**config.mk**
```make
export PLATFORM = sky130hd
export DESIGN_NAME = alu_exec_ctrl_flat
export DESIGN_NICKNAME = d
export VERILOG_FILES = /design/src/rtl/alu_pkg.sv /design/src/rtl/alu_exec_ctrl_if.sv /design/src/rtl/alu_regfile.sv /design/src/rtl/alu_exec_ctrl.sv /design/src/flat_wrapper.sv
export SDC_FILE = /design/constraint.sdc
export NUM_CORES = 1
export LEC_CHECK = 0
export ABC_AREA = 1
export BUFFER_PORTS_ARGS = -buffer_cell sky130_fd_sc_hd__buf_2
export CAP_MARGIN = 40
export CORE_MARGIN = 5
export CORE_UTILIZATION = 23
export DETAILED_ROUTE_END_ITERATION = 12
export GPL_TIMING_DRIVEN = 0
export SYNTH_ARGS = -nofsm -noshare
export SYNTH_HDL_FRONTEND = slang
export SYNTH_SLANG_ARGS = --single-unit
```
**constraint.sdc**
```tcl
create_clock -name clk -period 1.9 [get_ports clk]
set_clock_uncertainty 0.15 [all_clocks]
set_input_delay 0.19 -clock clk [delete_from_list [all_inputs] [get_ports clk]]
set_output_delay 0.19 -clock clk [all_outputs]
set_load 0.01 [all_outputs]
```
**src/rtl/alu_pkg.sv**
```systemverilog
// Shared definitions for the ALU execution controller: opcodes, legal range,
// FSM encoding, flag bit positions and small opcode-classification helpers.
package alu_pkg;

    localparam logic [5:0] OP_ADD = 6'b001001;
    localparam logic [5:0] OP_SUB = 6'b001010;
    localparam logic [5:0] OP_AND = 6'b001011;
    localparam logic [5:0] OP_OR  = 6'b001100;
    localparam logic [5:0] OP_XOR = 6'b001101;
    localparam logic [5:0] OP_MOV = 6'b001111;
    localparam logic [5:0] OP_NOT = 6'b010110;
    localparam logic [5:0] OP_CMP = 6'b010111;
    localparam logic [5:0] OP_INC = 6'b011001;
    localparam logic [5:0] OP_DEC = 6'b011010;

    localparam logic [5:0] OP_MIN = 6'b001001;
    localparam logic [5:0] OP_MAX = 6'b011010;

    localparam int REG_AW = 3;

    localparam int FLAG_Z = 3;
    localparam int FLAG_C = 2;
    localparam int FLAG_N = 1;
    localparam int FLAG_O = 0;

    typedef enum logic [2:0] {
        ST_IDLE   = 3'd0,
        ST_ISSUE  = 3'd1,
        ST_SETTLE = 3'd2,
        ST_WB     = 3'd3,
        ST_ERR    = 3'd4
    } state_t;

    function automatic logic op_is_legal(input logic [5:0] op);
        return (op >= OP_MIN) && (op <= OP_MAX);
    endfunction

    // Single-operand opcodes present a clean zero on operand B.
    function automatic logic op_zero_b(input logic [5:0] op);
        return (op == OP_MOV) || (op == OP_NOT) || (op == OP_INC) || (op == OP_DEC);
    endfunction

endpackage

```
**src/rtl/alu_exec_ctrl_if.sv**
```systemverilog
// Instruction channel and ALU channel of the execution controller.
// master = environment side (instruction source + ALU), slave = controller.
interface alu_exec_ctrl_if #(
    parameter int DATA_W = 16
);
    import alu_pkg::*;

    logic              instr_valid;
    logic              instr_ready;
    logic [5:0]        instr_opcode;
    logic [REG_AW-1:0] instr_rd;
    logic [REG_AW-1:0] instr_rs;
    logic [REG_AW-1:0] instr_rt;
    logic              instr_use_imm;
    logic [15:0]       instr_imm;

    logic [DATA_W-1:0] alu_a;
    logic [DATA_W-1:0] alu_b;
    logic [5:0]        alu_opcode;
    logic              alu_op;
    logic [DATA_W:0]   alu_result;
    logic              alu_zf;
    logic              alu_cf;
    logic              alu_nf;
    logic              alu_of;

    modport master (
        output instr_valid, instr_opcode, instr_rd, instr_rs, instr_rt,
               instr_use_imm, instr_imm,
        input  instr_ready,
        input  alu_a, alu_b, alu_opcode, alu_op,
        output alu_result, alu_zf, alu_cf, alu_nf, alu_of
    );

    modport slave (
        input  instr_valid, instr_opcode, instr_rd, instr_rs, instr_rt,
               instr_use_imm, instr_imm,
        output instr_ready,
        output alu_a, alu_b, alu_opcode, alu_op,
        input  alu_result, alu_zf, alu_cf, alu_nf, alu_of
    );

endinterface

```
**src/rtl/alu_regfile.sv**
```systemverilog
// Architectural register file: two combinational operand reads, a debug read,
// one synchronous write port and a synchronous active-low clear.
module alu_regfile
    import alu_pkg::*;
#(
    parameter int DATA_W = 16,
    parameter int NREGS  = 8
) (
    input  logic              clk,
    input  logic              rst,
    input  logic              we,
    input  logic [REG_AW-1:0] waddr,
    input  logic [DATA_W-1:0] wdata,
    input  logic [REG_AW-1:0] raddr_a,
    output logic [DATA_W-1:0] rdata_a,
    input  logic [REG_AW-1:0] raddr_b,
    output logic [DATA_W-1:0] rdata_b,
    input  logic [REG_AW-1:0] dbg_addr,
    output logic [DATA_W-1:0] dbg_data
);

    logic [DATA_W-1:0] regs_rd [NREGS];

    genvar gi;
    generate
        for (gi = 0; gi < NREGS; gi++) begin : g_reg
            logic [DATA_W-1:0] reg_q;
            logic [DATA_W-1:0] reg_d;

            always_comb begin
                reg_d = reg_q;
                if (we && (waddr == REG_AW'(gi))) begin
                    reg_d = wdata;
                end
            end

            always_ff @(posedge clk) begin
                if (!rst) begin
                    reg_q <= '0;
                end else begin
                    reg_q <= reg_d;
                end
            end

            assign regs_rd[gi] = reg_q;
        end
    endgenerate

    // Reads see the pre-write contents, so rd == rs/rt uses the old value.
    assign rdata_a  = regs_rd[raddr_a];
    assign rdata_b  = regs_rd[raddr_b];
    assign dbg_data = regs_rd[dbg_addr];

endmodule

```
**src/rtl/alu_exec_ctrl.sv**
```systemverilog
// Multi-cycle execution controller: accepts one instruction, drives the
// external ALU for two cycles, then writes the result and flags back.
module alu_exec_ctrl
    import alu_pkg::*;
#(
    parameter int DATA_W = 16,
    parameter int NREGS  = 8
) (
    input  logic              clk,
    input  logic              rst,
    alu_exec_ctrl_if.slave    bus,
    output logic [3:0]        flags,
    output logic              done,
    output logic              err,
    input  logic [REG_AW-1:0] dbg_addr,
    output logic [DATA_W-1:0] dbg_data
);

    state_t            state_q, state_d;
    logic [5:0]        op_q, op_d;
    logic [REG_AW-1:0] rd_q, rd_d;
    logic [REG_AW-1:0] rs_q, rs_d;
    logic [REG_AW-1:0] rt_q, rt_d;
    logic              use_imm_q, use_imm_d;
    logic [15:0]       imm_q, imm_d;
    logic [3:0]        flags_q, flags_d;

    logic [DATA_W-1:0] rdata_a;
    logic [DATA_W-1:0] rdata_b;
    logic              wb_we;
    logic              issuing;

    alu_regfile #(
        .DATA_W (DATA_W),
        .NREGS  (NREGS)
    ) u_regfile (
        .clk      (clk),
        .rst      (rst),
        .we       (wb_we),
        .waddr    (rd_q),
        .wdata    (bus.alu_result[DATA_W-1:0]),
        .raddr_a  (rs_q),
        .rdata_a  (rdata_a),
        .raddr_b  (rt_q),
        .rdata_b  (rdata_b),
        .dbg_addr (dbg_addr),
        .dbg_data (dbg_data)
    );

    always_ff @(posedge clk) begin
        if (!rst) begin
            state_q   <= ST_IDLE;
            op_q      <= '0;
            rd_q      <= '0;
            rs_q      <= '0;
            rt_q      <= '0;
            use_imm_q <= 1'b0;
            imm_q     <= '0;
            flags_q   <= '0;
        end else begin
            state_q   <= state_d;
            op_q      <= op_d;
            rd_q      <= rd_d;
            rs_q      <= rs_d;
            rt_q      <= rt_d;
            use_imm_q <= use_imm_d;
            imm_q     <= imm_d;
            flags_q   <= flags_d;
        end
    end

    always_comb begin
        state_d   = state_q;
        op_d      = op_q;
        rd_d      = rd_q;
        rs_d      = rs_q;
        rt_d      = rt_q;
        use_imm_d = use_imm_q;
        imm_d     = imm_q;
        flags_d   = flags_q;
        wb_we     = 1'b0;

        case (state_q)
            ST_IDLE: begin
                if (bus.instr_valid) begin
                    op_d      = bus.instr_opcode;
                    rd_d      = bus.instr_rd;
                    rs_d      = bus.instr_rs;
                    rt_d      = bus.instr_rt;
                    use_imm_d = bus.instr_use_imm;
                    imm_d     = bus.instr_imm;
                    state_d   = op_is_legal(bus.instr_opcode) ? ST_ISSUE : ST_ERR;
                end
            end
            ST_ISSUE:  state_d = ST_SETTLE;
            ST_SETTLE: state_d = ST_WB;
            ST_WB: begin
                wb_we   = (op_q != OP_CMP);
                flags_d = {bus.alu_zf, bus.alu_cf, bus.alu_nf, bus.alu_of};
                state_d = ST_IDLE;
            end
            ST_ERR:    state_d = ST_IDLE;
            default:   state_d = ST_IDLE;
        endcase
    end

    // ALU drive is zero whenever no operation is in flight.
    always_comb begin
        issuing         = (state_q == ST_ISSUE) || (state_q == ST_SETTLE);
        bus.instr_ready = (state_q == ST_IDLE);
        bus.alu_op      = issuing;
        bus.alu_opcode  = '0;
        bus.alu_a       = '0;
        bus.alu_b       = '0;
        if (issuing) begin
            bus.alu_opcode = op_q;
            bus.alu_a      = rdata_a;
            if (!op_zero_b(op_q)) begin
                bus.alu_b = use_imm_q ? DATA_W'(imm_q) : rdata_b;
            end
        end
    end

    assign flags = flags_q;
    assign done  = (state_q == ST_WB);
    assign err   = (state_q == ST_ERR);

endmodule

```
**src/flat_wrapper.sv**
```systemverilog
// flat-port wrapper written by rule: the top's interface ports become plain ports
module alu_exec_ctrl_flat import alu_pkg::*;
#(
    parameter int DATA_W = 16,
    parameter int NREGS  = 8
)
  (clk, rst, flags, done, err, dbg_addr, dbg_data, bus_instr_valid, bus_instr_opcode, bus_instr_rd, bus_instr_rs, bus_instr_rt, bus_instr_use_imm, bus_instr_imm, bus_instr_ready, bus_alu_a, bus_alu_b, bus_alu_opcode, bus_alu_op, bus_alu_result, bus_alu_zf, bus_alu_cf, bus_alu_nf, bus_alu_of);
  alu_exec_ctrl_if #(.DATA_W(DATA_W)) bus_i ();
  input  logic clk;
  input  logic rst;
  output logic [3:0] flags;
  output logic done;
  output logic err;
  input  logic [REG_AW-1:0] dbg_addr;
  output logic [DATA_W-1:0] dbg_data;
  input wire logic [$bits(bus_i.instr_valid)-1:0] bus_instr_valid;
  input wire logic [$bits(bus_i.instr_opcode)-1:0] bus_instr_opcode;
  input wire logic [$bits(bus_i.instr_rd)-1:0] bus_instr_rd;
  input wire logic [$bits(bus_i.instr_rs)-1:0] bus_instr_rs;
  input wire logic [$bits(bus_i.instr_rt)-1:0] bus_instr_rt;
  input wire logic [$bits(bus_i.instr_use_imm)-1:0] bus_instr_use_imm;
  input wire logic [$bits(bus_i.instr_imm)-1:0] bus_instr_imm;
  output wire logic [$bits(bus_i.instr_ready)-1:0] bus_instr_ready;
  output wire logic [$bits(bus_i.alu_a)-1:0] bus_alu_a;
  output wire logic [$bits(bus_i.alu_b)-1:0] bus_alu_b;
  output wire logic [$bits(bus_i.alu_opcode)-1:0] bus_alu_opcode;
  output wire logic [$bits(bus_i.alu_op)-1:0] bus_alu_op;
  input wire logic [$bits(bus_i.alu_result)-1:0] bus_alu_result;
  input wire logic [$bits(bus_i.alu_zf)-1:0] bus_alu_zf;
  input wire logic [$bits(bus_i.alu_cf)-1:0] bus_alu_cf;
  input wire logic [$bits(bus_i.alu_nf)-1:0] bus_alu_nf;
  input wire logic [$bits(bus_i.alu_of)-1:0] bus_alu_of;
  assign bus_i.instr_valid = bus_instr_valid;
  assign bus_i.instr_opcode = bus_instr_opcode;
  assign bus_i.instr_rd = bus_instr_rd;
  assign bus_i.instr_rs = bus_instr_rs;
  assign bus_i.instr_rt = bus_instr_rt;
  assign bus_i.instr_use_imm = bus_instr_use_imm;
  assign bus_i.instr_imm = bus_instr_imm;
  assign bus_instr_ready = bus_i.instr_ready;
  assign bus_alu_a = bus_i.alu_a;
  assign bus_alu_b = bus_i.alu_b;
  assign bus_alu_opcode = bus_i.alu_opcode;
  assign bus_alu_op = bus_i.alu_op;
  assign bus_i.alu_result = bus_alu_result;
  assign bus_i.alu_zf = bus_alu_zf;
  assign bus_i.alu_cf = bus_alu_cf;
  assign bus_i.alu_nf = bus_alu_nf;
  assign bus_i.alu_of = bus_alu_of;
  alu_exec_ctrl #(.DATA_W(DATA_W), .NREGS(NREGS)) u_core (.clk(clk), .rst(rst), .bus(bus_i), .flags(flags), .done(done), .err(err), .dbg_addr(dbg_addr), .dbg_data(dbg_data));
endmodule
```
==> flow_metrics.env, run 1 <==
export IMPL_setup_viol=34
export IMPL_whs_ns=0.0597
export IMPL_drt_pass1_iter_count=6
export IMPL_setup_ws_ns=-0.396
export IMPL_hpwl_um=38300
export IMPL_synth_top_cells_by_area="dfxtp_1 (31%), nand2_1 (18%), nor2_1 (14%), nand3_1 (7.8%), a21oi_1 (6.1%)"
export IMPL_netSwitchingFraction_pct=35.3
export IMPL_cts_tree="yes"
export IMPL_ant_nets=0
export IMPL_fmax_mhz=435
export IMPL_gp_congestion=1.04
export IMPL_synth_warning_count=0
export IMPL_synth_cell_area_um2=10700
export IMPL_p_leak_nw=6.81
export IMPL_die_h_um=225
export IMPL_slew_headroom_pct=39.7
export IMPL_syn_area_per_cell_um2=5.76
export IMPL_fin_util_pct=32.2
export IMPL_area_growth_pct=39.8
export IMPL_ys_ff_latch=167
export IMPL_cp_data_arrival_time_ns=1.96
export IMPL_grt_remaining_overflow=0
export IMPL_powerDensity_nw_per_um2=654
export IMPL_min_period_over_period_pct=121
export IMPL_violations="setup timing"
export IMPL_drive_gt1_share_pct=27.7
export IMPL_synth_edf_count=0
export IMPL_fin_nets=2104
export IMPL_synth_async_reset_ratio_pct=0
export IMPL_synth_nets=1912
export IMPL_final_cells=2667
export IMPL_yosysTopAreaCellShare_pct=31.3
export IMPL_synth_top_area_cell="dfxtp_1"
export IMPL_p_seq_share_pct=37.3
export IMPL_endpoint_kind="output pin"
export IMPL_grtUsageTotal_pct=20.1
export IMPL_placed_area_um2=11900
export IMPL_worst_ir_drop_vdd_mv=0.403
export IMPL_intPower_mw=6.32
export IMPL_worstMarginPinSlew_ns=0.904
export IMPL_die_w_um=225
export IMPL_cts_buffer_depth=2
export IMPL_rows=79
export IMPL_fin_area_um2=14900
export IMPL_comb_power_share_pct=27.7
export IMPL_p_clk_share_pct=35.0
export IMPL_switchingPower_mw=3.44
export IMPL_run_status="finished, violations left"
export IMPL_via_per_inst=5.04
export IMPL_seq_area_frac_synth_pct=31.3
export IMPL_worstSkewPairLatency_ns=0.46
export IMPL_syn_inst=1853
export IMPL_synth_cell_types=25
export IMPL_start_util_pct=23.1
export IMPL_path_class="flip-flop to output pin"
export IMPL_worstPathMaxFanout=10
export IMPL_antenna_found_initial=1
export IMPL_vias=13400
export IMPL_cts_sinks=167
export IMPL_hold_viol=0
export IMPL_startpoint_type="flip-flop"
export IMPL_routed_wl_um=53300
export IMPL_cts_root_buf="clkbuf_16"
export IMPL_grt_pass1_vias=12600
export IMPL_h_tree_depth=4
export IMPL_drt_iter0_drc=1728
export IMPL_worstPathRequired_ns=1.56
export IMPL_num_io_pins=121
export IMPL_grt_pass1_wl_um=77700
export IMPL_synth_main_ff_cell="dfxtp_1"
export IMPL_clkTransAtPathRegs_ns=0.07
export IMPL_numPortBuffers=100
export IMPL_drc_errors=0
export IMPL_cts_made_buffers=17
export IMPL_core_um2=46300
export IMPL_rsz0062_at_grt="true"
export IMPL_dp_cells=2560
export IMPL_finalCriticalPeriod_ns=2.30
export IMPL_drv_slew=0
export IMPL_worst_hold_path_type="primary input to flip-flop"
export IMPL_dieArea_um2=50800
export IMPL_grt_max_degree=17
export IMPL_cap_violations=0
export IMPL_wl_per_cell_um=20.0
## layout make-up
type	instances	area, um2
Fill cell	5030	31400
Buffer	146	1240
Clock inverter	13	97.6
Timing Repair Buffer	175	1420
Antenna cell	2	5.00
Inverter	155	592
Clock buffer	19	453
Tap cell	607	759
Multi-Input combinational cell	1383	6930
Sequential cell	167	3410
## per-layer routing
metal,part of all wire (%),up-vias,global-route usage (%)
met5,0,-,0
met4,7.2,0,12.8
met3,9.1,200,3.86
met2,44,829,31.5
met1,39,6226,25.4
li1,-,6188,-
## flip-flops by register name, indices dropped and copies added, names as in the netlist
name                      flops
u_core.state_q                3
u_core.rs_q                   3
u_core.flags                  4
u_core.rt_q                   3
u_core.rd_q                   3
u_core.u_regfile.g.reg_q    128
u_core.imm_q                 16
u_core.use_imm_q              1
u_core.op_q                   6
## power groups by stage
stage | registers (mW) | logic, mW | clock network (mW)
global route | 3.64 | 2.82 | 3.59
finish | 3.64 | 2.70 | 3.42
global placement | 3.70 | 1.81 | 0
detailed placement | 3.70 | 1.82 | 0
CTS | 3.63 | 2.42 | 3.44
floorplan | 3.68 | 1.05 | 0
## critical path, cell delays in order, from the launching register on
cell and delay [ns]:
dfxtp_4 0.40, buf_12 0.16, buf_6 0.18, nand2_1 0.09, nand3_2 0.11, nand3_2 0.09, nand2_1 0.12, nor2_4 0.06
nor2_2 0.12, buf_2 0.15
## layout by cell type, fill, tap and decap left out, drive strengths merged
cell,instances
dlygate4sd3,56
and2,16
a21oi,130
o21ai,113
dfxtp,167
o211ai,32
nand4,1
nand2,514
nand3b,1
inv,158
nor3,2
clkbuf,78
xor2,1
clkinv,6
diode,2
nor2,396
o2111ai,1
clkinvlp,4
buf,206
nand3,176
## synth_stat cells, types with 2 or more instances
library cell,instances
inv_2,4
a21oi_1,130
clkbuf_1,62
nor2_2,2
nor2_1,393
inv_1,151
buf_4,14
buf_1,11
nand3_4,5
nor3_1,2
buf_6,9
dfxtp_1,167
and2_1,16
o211ai_1,32
nand3_2,4
nand2_1,513
buf_2,52
o21ai_0,113
nand3_1,167
## cells by family (layout without fill, tap and decap cells)
logic type | Yosys count | count (layout) | synth area share, %
xor+xnor | 1 | 1 | 0.0821
simple gates | 1106 | 1106 | 42.4
compound gates | 276 | 276 | 13.7
buf+inv | 303 | 508 | 12.4
other cells | 0 | 2 | 0
flops | 167 | 167 | 31.3
## metrics by stage
step                setup WS [ns]  power, mW  setup TNS [ns]
global placement           -0.671       5.50          -19.05
finish                     -0.396       9.76          -10.18
detailed placement         -0.674       5.52          -19.07
global route               -0.413       10.0          -11.36
CTS                        -0.370       9.49          -10.09
floorplan                   0.329       4.73               0
## final timing paths
kind | startpoint | end | slack, ns | depth (start not counted)
max | u_core.rt_q[0]$_SDFFE_PN0P_ | bus_alu_b[14] | -0.40 | 9
min | rst | u_core.op_q[5]$_SDFFE_PN0P_ | 0.06 | 3
max reg2reg | u_core.state_q[1]$_SDFFE_PN0P_ | u_core.flags[0]$_SDFFE_PN0P_ | 0.10 | 7
min reg2reg | u_core.imm_q[8]$_SDFFE_PN0P_ | u_core.imm_q[8]$_SDFFE_PN0P_ | 0.32 | 2
## what timing repair did
item | CTS | global route
hold buffers | 56 | 0
hold endpoints to repair | 161 | 0
setup endpoints to repair | 55 | 62
buffers inserted | 6 | 6
pin swaps | 93 | 92
gates resized for setup | 388 | 231
gates cloned | 6 | 2
No activity file was read; power rests on OpenSTA's default activity.
==> run 2, diff against run 1 <==
SYNTH_HIERARCHICAL = 1   (was unset)
==> flow_metrics.env, run 2 <==
export IMPL_synth_async_reset_ratio_pct=0
export IMPL_top_register="u_core/u_regfile/g.reg_q"
export IMPL_die_w_um=226
export IMPL_gp_congestion=1.03
export IMPL_wl_met3_um=5660
export IMPL_dp_cells=2603
export IMPL_area_growth_pct=61.5
export IMPL_hpwl_um=37500
export IMPL_h_tree_depth=4
export IMPL_seq_area_frac_synth_pct=31.2
export IMPL_worstSkewPairLatency_ns=0.45
export IMPL_worstMarginPinSlew_ns=0.906
export IMPL_pre_cts_slack_ns=-0.441
export IMPL_drt_pass1_iter_count=6
export IMPL_cts_root_buf="clkbuf_16"
export IMPL_met2_length_um=23900
export IMPL_powerDensity_nw_per_um2=586
export IMPL_wl_met1_um=22900
export IMPL_diodes=0
export IMPL_hold_depth=3
export IMPL_drc_errors=0
export IMPL_ant_nets=0
export IMPL_slew_headroom_pct=39.4
export IMPL_synth_main_ff_cell="dfxtp_1"
export IMPL_synth_commonest_cells="nand2_1 (671), nor2_1 (301), nand3_1 (224)"
export IMPL_worst_r2r_path_depth=11
export IMPL_synth_edf_count=0
export IMPL_num_io_pins=121
export IMPL_grtUsageTotal_pct=19.5
export IMPL_timing_critical_path_cells="buf_12, buf_8, nand2_1, nand3_2, nand2_2, nand2_2, nand2_4, mux2i_4, nor2_4, buf_6"
export IMPL_hold_viol=0
export IMPL_top_layer_used="met4"
export IMPL_final_cell_mix="nand2_1 (496), nor2_1 (250), dfxtp_1 (157), inv_1 (139), nand3_1 (139)"
export IMPL_cts_made_buffers=17
export IMPL_path_depth=10
export IMPL_fill_cells=4787
export IMPL_start_util_pct=23.1
export IMPL_vias=13800
export IMPL_wl_per_cell_um=20.0
export IMPL_worst_ir_drop_vdd_mv=0.520
export IMPL_routed_wl_um=55400
export IMPL_comb_power_share_pct=28.0
export IMPL_finalCriticalPeriod_ns=2.36
export IMPL_crit_top_cell="nand2_2"
export IMPL_setup_viol=177
export IMPL_cts_sinks=167
export IMPL_netSwitchingFraction_pct=35.3
export IMPL_fmax_mhz=423
export IMPL_worstPathRequired_ns=1.56
export IMPL_cpMaxStageDelayCell="dfxtp_4"
export IMPL_rsz0062_at_grt="true"
export IMPL_grt_max_degree=19
export IMPL_path_class="flip-flop to output pin"
export IMPL_antenna_found_initial=0
export IMPL_syn_inst=1880
export IMPL_reg_largest_list="u_core/u_regfile/g.reg_q: 128 flops, u_core/imm_q: 16 flops, u_core/op_q: 6 flops"
export IMPL_run_status="finished, violations left"
export IMPL_min_period_over_period_pct=124
export IMPL_syn_area_per_cell_um2=5.69
export IMPL_p_leak_nw=7.76
export IMPL_synth_top_area_cell="dfxtp_1"
export IMPL_synth_warning_count=6
export IMPL_path_delay_family="simple AND/OR/NAND/NOR gates"
export IMPL_worstPathMaxFanout=6
export IMPL_fin_nets=2202
export IMPL_yosysTopAreaCellShare_pct=31.2
export IMPL_cp_data_arrival_time_ns=2.02
export IMPL_endpoint_kind="output pin"
export IMPL_yosysMostFrequentCell="nand2_1"
export IMPL_worst_hold_path_type="primary input to flip-flop"
export IMPL_p_seq_share_pct=35.8
export IMPL_cts_tree="yes"
export IMPL_grt_remaining_overflow=0
export IMPL_slowest_delay_ns=0.46
export IMPL_drv_slew=0
export IMPL_drt_iter0_drc=2029
export IMPL_setup_ws_ns=-0.464
export IMPL_p_clk_share_pct=36.2
export IMPL_via_per_inst=5.01
export IMPL_largest_reg_flops=128
export IMPL_grt_pass1_wl_um=75400
export IMPL_final_common_cell="nand2_1"
export IMPL_ys_ff_latch=167
export IMPL_synth_nets=1939
export IMPL_final_cells=2763
export IMPL_grt_pass1_vias=12100
export IMPL_numPortBuffers=116
export IMPL_violations="setup timing"
export IMPL_synth_cell_types=25
export IMPL_die_h_um=226
export IMPL_drive_gt1_share_pct=37.8
export IMPL_crit_buf_inv=3
export IMPL_rrSetupSlack_ns=-0.18
export IMPL_intPower_mw=6.55
export IMPL_cts_buffer_depth=2
export IMPL_dieArea_um2=51000
export IMPL_rows=79
export IMPL_synth_top_cells_by_area="dfxtp_1 (31%), nand2_1 (24%), nor2_1 (11%), nand3_1 (10%), inv_1 (5.9%)"
export IMPL_startpoint_type="flip-flop"
export IMPL_synth_cell_area_um2=10700
export IMPL_switchingPower_mw=3.58
export IMPL_cap_violations=0
export IMPL_core_um2=46300
export IMPL_clkTransAtPathRegs_ns=0.08
run 2: final timing paths:
check,startpoint,endpoint
worst max-delay path,u_core/rt_q[0]$_SDFFE_PN0P_,bus_alu_b[5]
worst min-delay path,bus_alu_result[4],u_core/u_regfile/g_reg[7].reg_q[4]$_SDFFE_PN0P_
worst max register to register,u_core/state_q[1]$_SDFFE_PN0P_,u_core/u_regfile/g_reg[7].reg_q[1]$_SDFFE_PN0P_
worst min register to register,u_core/imm_q[10]$_SDFFE_PN0P_,u_core/imm_q[10]$_SDFFE_PN0P_
run 2: layout make-up:
| type | instances | area [um2] | share of cell area, % |
|---|---|---|---|
| multi-input cells | 1416 | 8070 | 46.7 |
| repair inverters | 3 | 38.8 | 0.224 |
| clock buffers | 17 | 425 | 2.46 |
| flip-flops and latches | 167 | 3370 | 19.5 |
| well taps | 607 | 759 | 4.39 |
| repair buffers | 241 | 2440 | 14.1 |
| inverters | 183 | 828 | 4.79 |
| clock inverters | 15 | 175 | 1.01 |
| plain buffers | 114 | 1190 | 6.88 |
run 2: metrics by stage:
stage / util (%) / area, um2 / hold WS, ns / total power [mW] / setup TNS [ns]
2_1_floorplan: - / 10700 / 0.161 / 4.80 / 0
3_3_place_gp: 26.1 / 12100 / 0.263 / 5.45 / -42.16
3_5_place_dp: 26.1 / 12100 / 0.283 / 5.45 / -42.12
4_1_cts: 32.1 / 14800 / 0.00121 / 9.57 / -17.68
5_1_grt: 37.4 / 17300 / 0.0196 / 10.4 / -39.80
6_report: 37.4 / 17300 / 0.0296 / 10.1 / -27.72
run 2: worst reg2reg max path, cell delays in order (launching register included):
cell        delay [ns]
dfxtp_4           0.38
nand2_4           0.06
buf_6             0.12
nor2_4            0.15
inv_4             0.05
a31oi_4           0.20
nand2_4           0.10
nor2_4            0.22
clkinvlp_4        0.22
buf_12            0.20
nor2_4            0.09
nor2_2            0.03
run 2: kinds of logic after synthesis:
family,count (synthesis),share of synthesized area [%]
simple gates,1227,47.2
flops,167,31.2
compound gates,170,7.96
mux,16,1.50
buf+inv,300,12.1
run 2: power groups by stage:
stage | logic (mW) | clock network (mW) | registers (mW)
2_1_floorplan | 1.13 | 0 | 3.67
3_3_place_gp | 1.77 | 0 | 3.68
3_5_place_dp | 1.77 | 0 | 3.68
4_1_cts | 2.28 | 3.68 | 3.62
5_1_grt | 2.98 | 3.83 | 3.64
6_report | 2.83 | 3.67 | 3.63
run 2: what timing repair did:
item / CTS / global route
endpoints found under the setup margin: 180 / 177
gates resized for setup: 420 / 528
hold endpoints to repair: 44 / 0
setup buffers: 23 / 20
hold buffers: 50 / 0
gates cloned: 13 / 26
pin swaps: 84 / 201
run 2: layer usage:
layer	track usage [%]	up-vias
li1	-	6368
met1	27.4	6452
met2	29.2	844
met3	4.56	173
met4	7.01	0
met5	0	-
